[src/rtl/output_stream_reader.sv]
// output_stream_reader: drains the unified output BRAM bank one row at a time
// and serializes the NUM_BRAMS lanes of each row onto an AXI-Stream master,
// lane 0 first, with optional per-lane ReLU applied when the row is captured.
module output_stream_reader #(
    parameter int DW         = 16,
    parameter int NUM_BRAMS  = 16,
    parameter int ADDR_WIDTH = 10,
    parameter int DEPTH      = 1024
) (
    input  logic                            clk,
    input  logic                            rst_n,
    input  logic                            start,
    input  logic [ADDR_WIDTH-1:0]           base_addr,
    input  logic [ADDR_WIDTH:0]             num_rows,
    input  logic                            conv_mode,
    input  logic                            relu_en,
    output logic                            busy,
    output logic                            done,
    output logic                            ext_read_mode,
    output logic [NUM_BRAMS*ADDR_WIDTH-1:0] ext_read_addr_flat,
    output logic [NUM_BRAMS-1:0]            ext_enb,
    input  logic [NUM_BRAMS*DW-1:0]         bram_read_data_flat,
    output logic [DW-1:0]                   m_axis_tdata,
    output logic                            m_axis_tvalid,
    input  logic                            m_axis_tready,
    output logic                            m_axis_tlast
);

    localparam int LANE_W = (NUM_BRAMS > 1) ? $clog2(NUM_BRAMS) : 1;
    localparam int ROW_W  = ADDR_WIDTH + 1;

    localparam logic [LANE_W-1:0]     LAST_LANE = LANE_W'(NUM_BRAMS - 1);
    localparam logic [ROW_W-1:0]      ROW_ONE   = ROW_W'(1);
    localparam logic [ROW_W-1:0]      ROW_MAX   = ROW_W'(DEPTH);
    localparam logic [ADDR_WIDTH-1:0] ADDR_ONE  = ADDR_WIDTH'(1);

    typedef enum logic [2:0] {
        S_IDLE,
        S_READ,
        S_WAIT,
        S_STREAM,
        S_DONE
    } state_t;

    state_t state_q, state_d;

    // Job parameters latched at start
    logic [ADDR_WIDTH-1:0] base_q;
    logic [ROW_W-1:0]      nrows_q;
    logic                  lat2_q;      // 1: two-cycle read latency (1DCONV)
    logic                  relu_q;

    // Progress counters
    logic [ROW_W-1:0]      row_q;
    logic [LANE_W-1:0]     lane_q;
    logic                  wait_q;
    logic [ADDR_WIDTH-1:0] addr_q;

    logic [DW-1:0]           row_buf [NUM_BRAMS];
    logic [NUM_BRAMS*DW-1:0] capt_flat;
    logic [ROW_W-1:0]        start_rows;

    logic beat;
    logic lane_last;
    logic row_last;
    logic wait_last;

    // Requests beyond the bank depth are limited to one full pass of the bank
    assign start_rows = (num_rows > ROW_MAX) ? ROW_MAX : num_rows;

    assign beat      = (state_q == S_STREAM) && m_axis_tready;
    assign lane_last = (lane_q == LAST_LANE);
    assign row_last  = (row_q == (nrows_q - ROW_ONE));
    assign wait_last = !lat2_q || wait_q;

    assign ext_read_addr_flat = {NUM_BRAMS{addr_q}};

    // Per-lane ReLU on the incoming bank row: negative lanes become zero
    always_comb begin
        capt_flat = bram_read_data_flat;
        for (int unsigned i = 0; i < NUM_BRAMS; i++) begin
            if (relu_q && bram_read_data_flat[i*DW + DW - 1]) begin
                capt_flat[i*DW +: DW] = '0;
            end
        end
    end

    // FSM state register
    always_ff @(posedge clk or negedge rst_n) begin
        if (!rst_n) begin
            state_q <= S_IDLE;
        end else begin
            state_q <= state_d;
        end
    end

    // Next-state and output decode
    always_comb begin
        state_d       = state_q;
        busy          = 1'b0;
        done          = 1'b0;
        ext_read_mode = 1'b0;
        ext_enb       = '0;
        m_axis_tvalid = 1'b0;
        m_axis_tlast  = 1'b0;
        m_axis_tdata  = '0;
        case (state_q)
            S_IDLE: begin
                if (start) begin
                    state_d = (start_rows == '0) ? S_DONE : S_READ;
                end
            end
            S_READ: begin
                busy          = 1'b1;
                ext_read_mode = 1'b1;
                ext_enb       = '1;
                state_d       = S_WAIT;
            end
            S_WAIT: begin
                busy          = 1'b1;
                ext_read_mode = 1'b1;
                if (wait_last) begin
                    state_d = S_STREAM;
                end
            end
            S_STREAM: begin
                busy          = 1'b1;
                ext_read_mode = 1'b1;
                m_axis_tvalid = 1'b1;
                m_axis_tdata  = row_buf[lane_q];
                m_axis_tlast  = lane_last && row_last;
                if (beat && lane_last) begin
                    state_d = row_last ? S_DONE : S_READ;
                end
            end
            S_DONE: begin
                done    = 1'b1;
                state_d = S_IDLE;
            end
            default: begin
                state_d = S_IDLE;
            end
        endcase
    end

    // Job latch, counters, read address and row buffer
    always_ff @(posedge clk or negedge rst_n) begin
        if (!rst_n) begin
            base_q  <= '0;
            nrows_q <= '0;
            lat2_q  <= 1'b0;
            relu_q  <= 1'b0;
            row_q   <= '0;
            lane_q  <= '0;
            wait_q  <= 1'b0;
            addr_q  <= '0;
            for (int unsigned i = 0; i < NUM_BRAMS; i++) begin
                row_buf[i] <= '0;
            end
        end else begin
            case (state_q)
                S_IDLE: begin
                    if (start) begin
                        base_q  <= base_addr;
                        nrows_q <= start_rows;
                        lat2_q  <= ~conv_mode;
                        relu_q  <= relu_en;
                        row_q   <= '0;
                        lane_q  <= '0;
                        if (start_rows != '0) begin
                            addr_q <= base_addr;
                        end
                    end
                end
                S_READ: begin
                    wait_q <= 1'b0;
                end
                S_WAIT: begin
                    wait_q <= 1'b1;
                    if (wait_last) begin
                        lane_q <= '0;
                        for (int unsigned i = 0; i < NUM_BRAMS; i++) begin
                            row_buf[i] <= capt_flat[i*DW +: DW];
                        end
                    end
                end
                S_STREAM: begin
                    if (beat) begin
                        if (lane_last) begin
                            lane_q <= '0;
                            row_q  <= row_q + ROW_ONE;
                            // Next row address is computed here so it is already
                            // stable on the bank port during the following READ.
                            addr_q <= base_q + row_q[ADDR_WIDTH-1:0] + ADDR_ONE;
                        end else begin
                            lane_q <= lane_q + LANE_W'(1);
                        end
                    end
                end
                default: begin
                end
            endcase
        end
    end

endmodule

[config.mk]
export PLATFORM = sky130hd
export DESIGN_NAME = output_stream_reader
export DESIGN_NICKNAME = d
export VERILOG_FILES = /design/src/rtl/output_stream_reader.sv
export SDC_FILE = /design/constraint.sdc
export NUM_CORES = 1
export LEC_CHECK = 0
export ABC_AREA = 1
export BUFFER_PORTS_ARGS = -buffer_cell sky130_fd_sc_hd__buf_2
export CAP_MARGIN = 20
export CORE_ASPECT_RATIO = 1.75
export CORE_UTILIZATION = 44
export CTS_CLUSTER_SIZE = 12
export DETAILED_ROUTE_END_ITERATION = 8
export GPL_TIMING_DRIVEN = 0
export MAX_ROUTING_LAYER = met4
export PLACE_DENSITY_LB_ADDON = 0.3
export SKIP_CTS_REPAIR_TIMING = 1
export SLEW_MARGIN = 20
export SYNTH_ARGS = -nofsm -noshare
export SYNTH_HDL_FRONTEND = slang
export SYNTH_SLANG_ARGS = --single-unit
export TNS_END_PERCENT = 1
[constraint.sdc]
create_clock -name clk -period 6 [get_ports clk]
set_input_delay 0.6 -clock clk [delete_from_list [all_inputs] [get_ports clk]]
set_output_delay 0.6 -clock clk [all_outputs]
set_load 0.005 [all_outputs]
* After elaboration in Yosys (flattened, before gate mapping)
Cells that the tools add are included.
Widths: inputs -> output; s select.
** Storage, ports and cells
- Flip-flop bits (word level) :: 308
- Bits in latches :: 0
- RAM bits :: 0
- Bits in read-only memories :: 0
- Bits of input ports :: 283
- Word-level logic and storage cells :: 127
- Memories :: 0
** Cells by class
- Add/sub/neg operators :: 5
- Multipliers :: 0
- Divide/modulo/power cells :: 0
- Order comparisons :: 2
- Equality and inequality tests :: 12
- Shifts and indexed selects :: 0
- Muxes and demuxes :: 47
- Bitwise logic cells :: 2
- Reductions and logical operators :: 34
** Operator list (count)
- $mux 16 :: 20
- $bmux 16 s4 :: 1
- $mux 11 :: 4
- $mux 10 :: 4
- $pmux 11 s2 :: 1
- $pmux 10 s2 :: 1
- $logic_and 1x1->1 :: 19
- $mux 4 :: 4
- $mux 3 :: 5
- $pmux 3 s4 :: 1
- $pmux 4 s3 :: 1
- $add 11x1->11 const B :: 1
- $eq 11x11->1 :: 1
- $gt 11x11->1 const B :: 1
- $logic_not 11->1 :: 1
- $reduce_bool 11->1 :: 1
- $sub 11x1->11 const B :: 1
- $add 10x1->10 const B :: 1
- $add 10x10->10 :: 1
- $ne 2x2->1 const B :: 5
- $reduce_and 4->1 :: 2
- $eq 3x2->1 const B :: 2
- $ge 5x5->1 const B :: 1
- $not 4->5 :: 1
- other kinds (17) :: 22

* Depth between registers and ports, before layout
Gate-level depths: netlist of run 1.
- Depth after elaboration :: 6
- Depth in mapped cells :: 15
- Depth with buffers taken out :: 15

* Worst setup path before layout of run 1
No wires, ideal clock.
- Kind :: register to output
- Start point :: register nrows_q[0]
- End point :: output port m_axis_tlast
- Arrival time :: 1.507 ns
- Path slack :: 3.893 ns
- Stages on the path, launching flop included :: 11
- Path buffers :: 0
- Cells stage by stage :: dfrtp_1 -> inv_1 -> ha_1 -> inv_1 -> nor2_1 -> nand3_1 -> nor3_1 -> o21ai_0 -> nor2_1 -> nand4_1 -> nor2_1
** Between the ends
- Word-level cells in the longest chain between the ends :: 4
** Ends and longest elaborated chain
- from (decl) :: line 49 : logic [ROW_W-1:0] nrows_q;
- from (signal assigned) :: line 165 : nrows_q <= start_rows;
- $sub 11x1->11 :: line 73 : assign row_last = (row_q == (nrows_q - ROW_ONE));
- $eq 11x11->1 :: line 73
- $logic_and 1x1->1 :: line 131 : m_axis_tlast = lane_last && row_last;
- $mux 1 :: line 107 : case (state_q)
- to (decl) :: line 26 : output logic m_axis_tlast
No other way between the ends.

* Final worst setup path of run 1
- Start point :: register lane_q[1]
- End point :: output port m_axis_tdata[4]
** Between the ends
- Word-level cells in the longest chain between the ends :: 5
** Ends and longest elaborated chain
- from (decl) :: line 55 : logic [LANE_W-1:0] lane_q;
- from (signal assigned) :: line 196 : lane_q <= lane_q + LANE_W'(1);
- $not 4->5 (not written as such) :: line 130 : m_axis_tdata = row_buf[lane_q];
- $bmux 16 s4 :: line 130
- $mux 16 (not written as such) (2 in a row) :: line 130
- $mux 16 :: line 107
- to (decl) :: line 23 : output logic [DW-1:0] m_axis_tdata,
No other way between the ends. The select of a mux whose other input is x is not followed.

==> results of run 1 <==
-- layer usage --
metal / up-vias / share of wire
li1: 8071 / -
met1: 8017 / 0.33
met2: 879 / 0.51
met3: 265 / 0.057
met4: 0 / 0.10
met5: - / 0
-- final timing paths --
kind	to	slack, ps	from	cells past startpoint
min in group asynchronous	row_buf[20]	500	rst_n	2
max reg2reg	row_buf[143]	3330	relu_q	5
max in group asynchronous	row_buf[224]	4280	rst_n	4
max	m_axis_tdata[4]	1990	lane_q[1]	9
min	lat2_q	210	conv_mode	2
min reg2reg	base_q[2]	480	base_q[2]	2
-- state kept, by name, indices dropped and copies added (netlist names), 3 cells and up --
name,flops
base_q,10
row_buf,256
state_q,3
lane_q,4
row_q,11
addr_q,10
nrows_q,11
-- cell families (layout without fill, tap and decap cells) --
kind of cell,after synthesis,count (layout),synth area share
AOI/OAI and AO/OA,594,594,0.175
adders and majority gates,13,13,0.00992
xor gates and xnor gates,19,19,0.00970
DFF,308,308,0.449
buffers and inverters,631,1158,0.184
other,0,1,0
and+or+nand+nor,626,626,0.173
-- power by group through the flow --
stage / clock network [uW] / registers [uW] / logic, uW
after global placement: 0 / 3520 / 5500
after floorplan: 0 / 3380 / 3520
after global routing: 1880 / 3640 / 6300
after CTS: 1800 / 3530 / 5650
final: 1790 / 3540 / 5690
after detailed placement: 0 / 3560 / 5620
-- worst max-delay path, cell delays in order (launching register included) --
cell                       delay, ps
sky130_fd_sc_hd__dfrtp_1         580
sky130_fd_sc_hd__inv_1           150
sky130_fd_sc_hd__clkbuf_1        500
sky130_fd_sc_hd__clkbuf_1        500
sky130_fd_sc_hd__a21oi_1          90
sky130_fd_sc_hd__o21ai_0         290
sky130_fd_sc_hd__nand3_1         250
sky130_fd_sc_hd__nand3_1         160
sky130_fd_sc_hd__a21oi_1         130
sky130_fd_sc_hd__buf_2           180
-- final cells by class --
cell class                 count  area, sq um  share of cell area
inverter                     326         1220              0.0579
buffer                       305         1920              0.0910
clock buffer                  41          853              0.0404
timing repair buffer         483         2500               0.118
tap                          485          607              0.0287
antenna                        1         2.50            0.000118
sequential                   308         7710               0.364
clock inverter                 3         21.3             0.00101
multi-input combinational   1252         6300               0.298
-- per-stage QoR --
step                      worst slack (ps)  utilization  TNS [ps]  cells
after floorplan                       3890            -         0   2191
after global placement               -1390        0.525   -415760   3155
after detailed placement              2790        0.528         0   3158
after CTS                             2170        0.550         0   3202
after global routing                  2010        0.551         0   3204
final                                 1990        0.551         0   3204
-- layout by cell type, fill, tap and decap left out, drive strengths merged, types with 7 or more instances in the layout --
master / Yosys / routed
o21ai: 428 / 428
nand3: 389 / 389
nor2: 44 / 44
clkbuf: 56 / 97
nand4: 7 / 7
a21oi: 156 / 156
nor3: 10 / 10
nand2: 168 / 168
buf: 249 / 731
xor2: 13 / 13
dfrtp: 308 / 308
inv: 323 / 323
ha: 12 / 12
==> impl_metrics.py, run 1 <==
metrics = {
    "setup_path": {
        "critical_path_class": "reg -> out",
        "startpoint_type": "flip-flop",
        "critPathRequiredTime_ps": 5400,
        "crit_path_max_fanout": 10,
        "worst-endpoint-arrival_ps": 3410,
        "endpoint_kind": "primary output",
    },
    "routing": {
        "drt-total-wl_um": 69000,
        "drc_errors_left": 0,
        "via_total_after_detailed_routing": 17200,
        "drt_first_pass_iters": 5,
        "drt_iter0_markers": 1254,
        "ant_nets": 0,
        "routed_via_density": 5.38,
        "detail_route.wl_per_cell_um": 21.5,
    },
    "floorplan": {
        "ioPinCount": 480,
        "die_area_sq_um": 39800,
        "die-height_um": 263,
        "start_util": 0.447,
        "core_region_area_sq_um": 38400,
        "rows": 95,
        "die_wd_um": 151,
    },
    "placement": {
        "port-buffer-count": 479,
        "dpl_wire_length_um": 55100,
        "placed_cell_area_sq_um": 20300,
        "place.gp.congestion": 1.01,
    },
    "global_routing": {
        "grt_antenna_before_repair": 3,
        "grt_busiest_layer": "met2",
        "globalRouteMet2Util": 0.614,
        "met1_usage": 0.361,
        "grt_use_total": 0.360,
        "grt_first_pass_wirelength_um": 99800,
        "grt_start_max_net_pins": 103,
        "first_global_vias": 16900,
        "grt_overflow_total": 0,
        "grtUsageMet3": 0.0288,
    },
    "synthesis": {
        "synthesized_cell_area_sq_um": 17200,
        "ys_seq_elements": 308,
        "netlist.area_leader.share": 0.449,
        "post_synthesis_async_set_or_reset_flop_share": 1.00,
        "synth-edff-count": 0,
        "synthesis.area_per_instance_sq_um": 7.83,
        "synth_cell_type_count": 38,
        "ys.warnings.count": 0,
        "post_synth_most_frequent_cells": "420 x sky130_fd_sc_hd__o21ai_0, 388 x sky130_fd_sc_hd__nand3_1, 316 x sky130_fd_sc_hd__inv_1",
        "yosys_most_used_dff": "sky130_fd_sc_hd__dfrtp_1",
        "synth.most_common_cell": "sky130_fd_sc_hd__o21ai_0",
        "synthCells": 2191,
        "synthTopCellsByArea": "sky130_fd_sc_hd__dfrtp_1 45%, sky130_fd_sc_hd__o21ai_0 12%, sky130_fd_sc_hd__nand3_1 11%",
        "synth_sequential_area_ratio": 0.449,
        "synth_nets": 2487,
        "yosysTopAreaCell": "sky130_fd_sc_hd__dfrtp_1",
    },
    "power_and_ir_drop": {
        "leakagePower_uw": 0.0108,
        "netSwitchingFraction": 0.437,
        "switchingPower_uw": 4810,
        "power.ir.vdd_worst_v": 0.000285,
        "power.share.sequential": 0.321,
        "total_power_uw": 11000,
        "power.density_cell_area_nw_per_um2": 521,
        "clock_power_share": 0.163,
        "p_comb_frac": 0.516,
        "cellInternalPower_uw": 6210,
    },
    "timing": {
        "fin_crit_ps": 4010,
        "final_max_slew_viol_count": 0,
        "worst_hold_slack_ps": 214,
        "finClkSkew_ps": 11.6,
        "report.final.setup_viol": 0,
        "max_slew_margin": 0.288,
        "max_clk_rate_mhz": 249,
        "tightest_slew_ps": 1070,
        "rsz0062_at_grt": "false",
        "final-hold-violation-count": 0,
        "final_min_period_over_clock_period": 0.669,
    },
    "clock_tree": {
        "cts-htree-levels": 1,
        "clock_tree.root_cell": "sky130_fd_sc_hd__clkbuf_16",
        "clk_latency_ps": 580,
        "clock_sink_count": 308,
        "cts_max_path_buffers": 3,
        "clk_pin_slew_worst_paths_ps": 60,
        "tritoncts.num_buffers": 31,
        "tritoncts_clock_tree": "yes",
    },
    "min_path": {
        "worst_min_path_class": "in -> reg",
    },
    "cells_and_area": {
        "design_area_sq_um": 21100,
        "net_count_reported_at_finish": 3003,
        "synthToLayoutAreaGrowth_pct": 23.2,
        "filler_cell_count": 3600,
        "drive_above_1_share": 0.290,
    },
    "flow_run": {
        "cap_viol_max_count": 0,
    },
    "run_status": {
        "status": "finished clean",
    },
}
Power figures use the tool's default switching activity.
==> inputs of run 2 (changes only) <==
==> constraint.sdc (replaced) <==
create_clock -name clk -period 3.7 [get_ports clk]
set_input_delay 0.37 -clock clk [delete_from_list [all_inputs] [get_ports clk]]
set_output_delay 0.37 -clock clk [all_outputs]
set_load 0.005 [all_outputs]
==> run 2 against run 1 <==
- the flow now finishes with violations (negative hold slack)
- global-route usage did not move
- sequential cell count did not move
- routed wire length barely moved
- sequential power rose by 62%
- total power rose by 62%
- via count barely moved
- first-iteration DRC count rose by 0.40%
- register-to-register slack got worse by 2300 ps
- die area did not move
- clock skew barely moved
- clock power rose by 63%
- critical endpoint is now m_axis_tdata[1]
- highest routed layer unchanged
==> impl_metrics.py, run 2 (synthesis results as in run 1) <==
metrics = {
    "timing": {
        "rsz0062_at_grt": "true",
        "timing.setup.tns_ps": 0,
        "report.final.setup_viol": 0,
        "final_max_slew_viol_count": 0,
        "final-hold-violation-count": 1,
        "worst_hold_slack_ps": -14.9,
        "fin_crit_ps": 3700,
        "finClkSkew_ps": 11.4,
        "max_slew_margin": 0.286,
        "final_min_period_over_clock_period": 0.999,
        "max_clk_rate_mhz": 271,
        "tightest_slew_ps": 1070,
    },
    "setup_path": {
        "critical_path.slowest_cell": "sky130_fd_sc_hd__dfrtp_1",
        "critical_path_class": "reg -> out",
        "worst_path_largest_cell_delay_ps": 580,
        "endpoint_kind": "primary output",
        "reg2regPathDepth": 5,
        "startpoint_type": "flip-flop",
        "reg2reg_to": "row_buf[143]",
        "reg2reg_from": "relu_q",
        "crit_path_max_fanout": 10,
        "critPathTopFamily": "buffers and inverters",
        "series_of_cell_instances_along_the_critical_path": "inv_1 -> clkbuf_1 -> clkbuf_1 -> a21oi_1 -> o21ai_0 -> nand3_1 -> nand3_1 -> a21oi_1 -> buf_2",
        "critPathRequiredTime_ps": 3330,
        "reg2reg_setup_slack_ps": 1020,
        "cp.buffers_inverters": 4,
        "worst-endpoint-arrival_ps": 3330,
    },
    "global_routing": {
        "grt_first_pass_wirelength_um": 99800,
        "grt_antenna_before_repair": 3,
        "first_global_vias": 16900,
        "grt_use_total": 0.360,
        "grt_overflow_total": 0,
        "grt_start_max_net_pins": 103,
    },
    "routing": {
        "drt_iter0_markers": 1259,
        "routed_via_density": 5.38,
        "ant_nets": 0,
        "detail_route.wl_per_cell_um": 21.6,
        "drc_errors_left": 0,
        "wl_met1_um": 22700,
        "top_signal_layer_used": "met4",
        "met2_wirelength_um": 35200,
        "drt-total-wl_um": 69100,
        "drt_first_pass_iters": 6,
        "via_total_after_detailed_routing": 17200,
        "detailroute.wirelength.met3_um": 4100,
    },
    "flow_run": {
        "cap_viol_max_count": 0,
    },
    "clock_tree": {
        "tritoncts.num_buffers": 31,
        "clock_tree.root_cell": "sky130_fd_sc_hd__clkbuf_16",
        "clk_latency_ps": 580,
        "cts_max_path_buffers": 3,
        "clk_pin_slew_worst_paths_ps": 60,
        "cts-htree-levels": 1,
        "tritoncts_clock_tree": "yes",
        "clock_sink_count": 308,
    },
    "cells_and_area": {
        "filler_cell_count": 3600,
        "layout_common_cells": "528 x sky130_fd_sc_hd__buf_2, 420 x sky130_fd_sc_hd__o21ai_0, 388 x sky130_fd_sc_hd__nand3_1",
        "commonest_non_fill_non_tap_cell_in_the_layout": "sky130_fd_sc_hd__buf_2",
        "drive_above_1_share": 0.290,
        "max_flop_register": "row_buf",
        "net_count_reported_at_finish": 3003,
        "biggestRegsByFlops": "row_buf x256, nrows_q x11, row_q x11",
        "synthToLayoutAreaGrowth_pct": 23.2,
        "largest_reg_flops": 256,
    },
    "min_path": {
        "timing.hold.worst.start": "conv_mode",
        "hold_end": "lat2_q",
        "hold_depth": 2,
        "worst_min_path_class": "in -> reg",
    },
    "floorplan": {
        "die_area_sq_um": 39800,
        "core_region_area_sq_um": 38400,
        "rows": 95,
        "ioPinCount": 480,
        "die-height_um": 263,
        "die_wd_um": 151,
        "start_util": 0.447,
    },
    "run_status": {
        "violations_in_the_final_reports": "negative hold slack",
        "status": "finished with violations",
    },
    "power_and_ir_drop": {
        "power.ir.vdd_worst_v": 0.000463,
        "power.density_cell_area_nw_per_um2": 845,
        "leakagePower_uw": 0.0108,
    },
    "placement": {
        "place.gp.congestion": 1.01,
        "dpl_wire_length_um": 55100,
        "port-buffer-count": 479,
    },
}
run 2: final cells by class:
| cell class | count | area, sq um | area share |
|---|---|---|---|
| Antenna cell | 1 | 2.50 | 0.000118 |
| Buffer | 305 | 1930 | 0.0911 |
| Multi-Input combinational cell | 1252 | 6300 | 0.298 |
| Timing Repair Buffer | 483 | 2500 | 0.118 |
| Tap cell | 485 | 607 | 0.0287 |
| Sequential cell | 308 | 7710 | 0.364 |
| Inverter | 326 | 1220 | 0.0579 |
| Clock inverter | 3 | 21.3 | 0.00101 |
| Clock buffer | 41 | 853 | 0.0404 |
run 2: metrics by stage:
stage          cell area, sq um   util  instances  setup WS (ps)  power (uW)
2_1_floorplan             17200      -       2191           1820       11200
5_1_grt                   21100  0.551       3204          -46.0       19200
3_3_place_gp              20200  0.525       3155          -3460       14600
6_report                  21100  0.551       3204           4.26       17900
4_1_cts                   21100  0.550       3202            103       17800
3_5_place_dp              20300  0.528       3158            721       14900
run 2: how the worst max path moves through the flow:
stage                     startpoint               end  slack [ps]  cells past startpoint
after floorplan             row_q[0]         addr_q[6]        1820                     11
after global placement         rst_n      row_buf[109]       -3460                      1
after detailed placement   lane_q[1]   m_axis_tdata[9]         720                      9
after CTS                  lane_q[1]   m_axis_tdata[9]         100                      9
after global routing       lane_q[1]  m_axis_tdata[10]         -50                      9
final                      lane_q[1]   m_axis_tdata[1]           4                      9
run 2: routing by layer:
layer | global-route usage | up-vias
met4 | 0.314 | 0
met3 | 0.0288 | 267
met2 | 0.614 | 903
met5 | - | -
met1 | 0.361 | 8006
li1 | - | 8072
run 2: power breakdown:
part	leakage, uW	total [uW]	switching [uW]	internal [uW]
logic	0.00643	9220	5580	3640
registers	0.00391	5730	895	4840
clock network	0.000426	2910	1330	1580
total	0.0108	17900	7800	10100
==> inputs of run 3 (changes only) <==
--- a/config.mk
+++ b/config.mk
@@ -5,7 +5,6 @@
 export SDC_FILE = /design/constraint.sdc
 export NUM_CORES = 1
 export LEC_CHECK = 0
-export ABC_AREA = 1
 export BUFFER_PORTS_ARGS = -buffer_cell sky130_fd_sc_hd__buf_2
 export CAP_MARGIN = 20
 export CORE_ASPECT_RATIO = 1.75
==> constraint.sdc (replaced) <==
create_clock -name clk -period 3.7 [get_ports clk]
set_input_delay 0.185 -clock clk [delete_from_list [all_inputs] [get_ports clk]]
set_output_delay 0.185 -clock clk [all_outputs]
set_load 0.005 [all_outputs]
==> run 3 against run 2 <==
- the run still ends with negative hold slack left
- register-to-register slack lost 240 ps
- cell area grew 9.3%
- sequential cell count is the same
- total power shrank 8.9%
- routed wire length shrank 9.1%
- clock power is essentially flat
- area after synthesis shrank 4.8%
- non-clock buffer count grew 252
- sequential power is essentially flat
- clock-buffer cell count shrank 2
- critical path depth shrank 3
==> impl_metrics.py, run 3 <==
metrics = {
    "clock_tree": {
        "clk_pin_slew_worst_paths_ps": 70,
        "tritoncts_clock_tree": "yes",
        "clock_sink_count": 308,
        "tritoncts.num_buffers": 30,
        "clk_latency_ps": 580,
        "cts-htree-levels": 1,
        "cts_max_path_buffers": 3,
        "clock_tree.root_cell": "sky130_fd_sc_hd__clkbuf_16",
    },
    "timing": {
        "final_max_slew_viol_count": 0,
        "worst_hold_slack_ps": -29.6,
        "report.final.setup_viol": 0,
        "max_clk_rate_mhz": 277,
        "final-hold-violation-count": 1,
        "finClkSkew_ps": 13.0,
        "max_slew_margin": 0.402,
        "fin_crit_ps": 3610,
        "final_min_period_over_clock_period": 0.974,
        "tightest_slew_ps": 898,
    },
    "synthesis": {
        "synthTopCellsByArea": "sky130_fd_sc_hd__dfrtp_1 47%, sky130_fd_sc_hd__nand2_1 13%, sky130_fd_sc_hd__mux4_2 11%",
        "synth_nets": 2050,
        "post_synth_most_frequent_cells": "579 x sky130_fd_sc_hd__nand2_1, 308 x sky130_fd_sc_hd__dfrtp_1, 279 x sky130_fd_sc_hd__o21ai_0",
        "yosys.area_share.adder": 0.0104,
        "synth-edff-count": 0,
        "synth_sequential_area_ratio": 0.472,
        "post_synthesis_async_set_or_reset_flop_share": 1.00,
        "post_synth_xor_area_fraction": 0.0139,
        "netlist.area_leader.share": 0.472,
        "ys.warnings.count": 0,
        "synth.most_common_cell": "sky130_fd_sc_hd__nand2_1",
        "synthCells": 1754,
        "yosysTopAreaCell": "sky130_fd_sc_hd__dfrtp_1",
        "post_synth_mux_area_share": 0.112,
        "ys_seq_elements": 308,
        "synthesized_cell_area_sq_um": 16300,
        "synth_cell_type_count": 53,
        "synthesis.area_per_instance_sq_um": 9.31,
        "yosys_most_used_dff": "sky130_fd_sc_hd__dfrtp_1",
        "synth_top_family_by_area": "simple AND/OR/NAND/NOR gates",
        "post_synthesis_share_of_cell_area_spent_on_and_or_nand_and_nor_gates": 0.178,
        "synth_compound_gate_area_share": 0.108,
    },
    "routing": {
        "detail_route.wl_per_cell_um": 20.7,
        "via_total_after_detailed_routing": 16200,
        "routed_via_density": 5.35,
        "drt_first_pass_iters": 5,
        "drt_iter0_markers": 1126,
        "ant_nets": 0,
        "drc_errors_left": 0,
        "drt-total-wl_um": 62800,
    },
    "run_status": {
        "violations_in_the_final_reports": "negative hold slack",
        "status": "finished with violations",
    },
    "floorplan": {
        "die_area_sq_um": 37900,
        "die_wd_um": 148,
        "ioPinCount": 480,
        "die-height_um": 257,
        "rows": 93,
        "core_region_area_sq_um": 36700,
        "start_util": 0.446,
    },
    "setup_path": {
        "critPathTopFamily": "buffers and inverters",
        "worst-endpoint-arrival_ps": 3420,
        "startpoint_type": "flip-flop",
        "crit_path_max_fanout": 10,
        "reg2reg_to": "row_buf[3]",
        "series_of_cell_instances_along_the_critical_path": "clkbuf_1 -> clkbuf_1 -> mux4_2 -> mux4_2 -> and2_1 -> buf_2",
        "worst_path_largest_cell_delay_ps": 610,
        "reg2reg_from": "state_q[0]",
        "critPathRequiredTime_ps": 3510,
        "reg2reg_setup_slack_ps": 780,
        "critPathLaunch": "lane_q[1]",
        "critical_path_class": "reg -> out",
        "endpoint_kind": "primary output",
        "reg2regPathDepth": 9,
        "critical_path.slowest_cell": "sky130_fd_sc_hd__clkbuf_1",
        "cp.buffers_inverters": 3,
    },
    "power_and_ir_drop": {
        "total_power_uw": 16300,
        "power.density_cell_area_nw_per_um2": 704,
        "clock_power_share": 0.178,
        "netSwitchingFraction": 0.390,
        "cellInternalPower_uw": 9930,
        "p_comb_frac": 0.469,
        "leakagePower_uw": 0.0117,
        "switchingPower_uw": 6350,
        "power.ir.vdd_worst_v": 0.000430,
        "power.share.sequential": 0.353,
    },
    "cells_and_area": {
        "area_used_by_multi_input_combinational_logic_sq_um": 6890,
        "commonest_non_fill_non_tap_cell_in_the_layout": "sky130_fd_sc_hd__nand2_1",
        "layout_common_cells": "579 x sky130_fd_sc_hd__nand2_1, 503 x sky130_fd_sc_hd__buf_2, 308 x sky130_fd_sc_hd__dfrtp_1",
        "synthToLayoutAreaGrowth_pct": 41.5,
        "filler_cell_count": 2934,
        "instances_no_fill": 3036,
        "largest_reg_flops": 256,
        "drive_above_1_share": 0.314,
        "max_flop_register": "row_buf",
        "biggestRegsByFlops": "row_buf x256, nrows_q x11, row_q x11",
        "layout.area.seq_sq_um": 7710,
        "net_count_reported_at_finish": 2845,
    },
    "placement": {
        "port-buffer-count": 479,
        "dpl_wire_length_um": 45400,
        "place.gp.congestion": 0.972,
        "placed_cells_incl_taps": 2711,
    },
    "min_path": {
        "hold_depth": 4,
        "worst_min_path_class": "in -> reg",
        "hold_end": "state_q[0]",
        "timing.hold.worst.start": "m_axis_tready",
    },
    "global_routing": {
        "grt_use_total": 0.306,
        "grt_overflow_total": 0,
        "first_global_vias": 14900,
        "grt_first_pass_wirelength_um": 84300,
        "globalRouteMet2Util": 0.538,
        "grt_start_max_net_pins": 95,
        "grt_busiest_layer": "met2",
        "grt_antenna_before_repair": 3,
        "grtUsageMet3": 0.0392,
        "met1_usage": 0.315,
    },
    "flow_run": {
        "cap_viol_max_count": 0,
    },
}
==> run 3: cell types whose count changed after synthesis, sizes merged, moves of 19 or more <==
cell	change
nand2	+411
mux4	+80
clkbuf	+22
inv	-315
buf	-50
nand2b	+20
o21ai	-148
a21oi	-137
nand3	-380
and2	+19
==> run 3: power groups by stage <==
stage | sequential [uW] | clock (uW) | combinational [uW]
4_1_cts | 5700 | 2890 | 7270
3_5_place_dp | 5740 | 0 | 7260
5_1_grt | 5890 | 3030 | 8240
3_3_place_gp | 5660 | 0 | 7060
6_report | 5750 | 2890 | 7630
2_1_floorplan | 5380 | 0 | 4630
==> run 3: how the worst max path moves through the flow <==
stage | slack, ps | end | cells after the start
after floorplan | 1320 | m_axis_tdata[0] | 6
after global placement | -3210 | row_buf[186] | 1
after detailed placement | 590 | m_axis_tdata[11] | 6
after CTS | -30 | m_axis_tdata[11] | 6
after global routing | -10 | m_axis_tdata[7] | 6
final | 90 | m_axis_tdata[13] | 6
==> run 3: per-stage QoR <==
step	setup slack, ps	hold slack (ps)	util	instance area, sq um	setup TNS, ps
after floorplan	1320	-111	-	16300	0
after global placement	-3210	395	0.527	19300	-977360
after detailed placement	595	134	0.530	19400	0
after CTS	-34.4	-463	0.553	20300	-34.4
after global routing	-12.0	33.2	0.630	23100	-12.0
final	95.0	-29.6	0.630	23100	0
==> run 3: worst min-delay path: stages <==
cell,delay (ps)
sky130_fd_sc_hd__buf_2,140
sky130_fd_sc_hd__nand2_1,60
sky130_fd_sc_hd__o21ai_0,60
sky130_fd_sc_hd__nand2_1,60
==> run 3: cells by family after synthesis <==
kind of cell             Yosys count
XOR/XNOR                          26
buffers and inverters            286
adder cells (fa/ha/maj)           13
AO/OA/AOI/OAI                    331
multiplexers                      82
flip-flops                       308
AND/OR/NAND/NOR                  708
==> run 3: layout make-up <==
cell class              instances  area share
flip-flops and latches        308       0.334
multi-input cells            1160       0.298
repair buffers                763       0.229
plain buffers                 277      0.0744
clock buffers                  39      0.0353
well taps                     475      0.0257
clock inverters                 2     0.00152
inverters                       9     0.00146
diodes                          3    0.000325
==> run 3: layer usage <==
layer	share of wire	wire, um	vias up
met4	0.082	5130	0
li1	-	-	7294
met1	0.33	20600	7712
met2	0.52	32700	948
met3	0.071	4480	278
met5	0	0	-
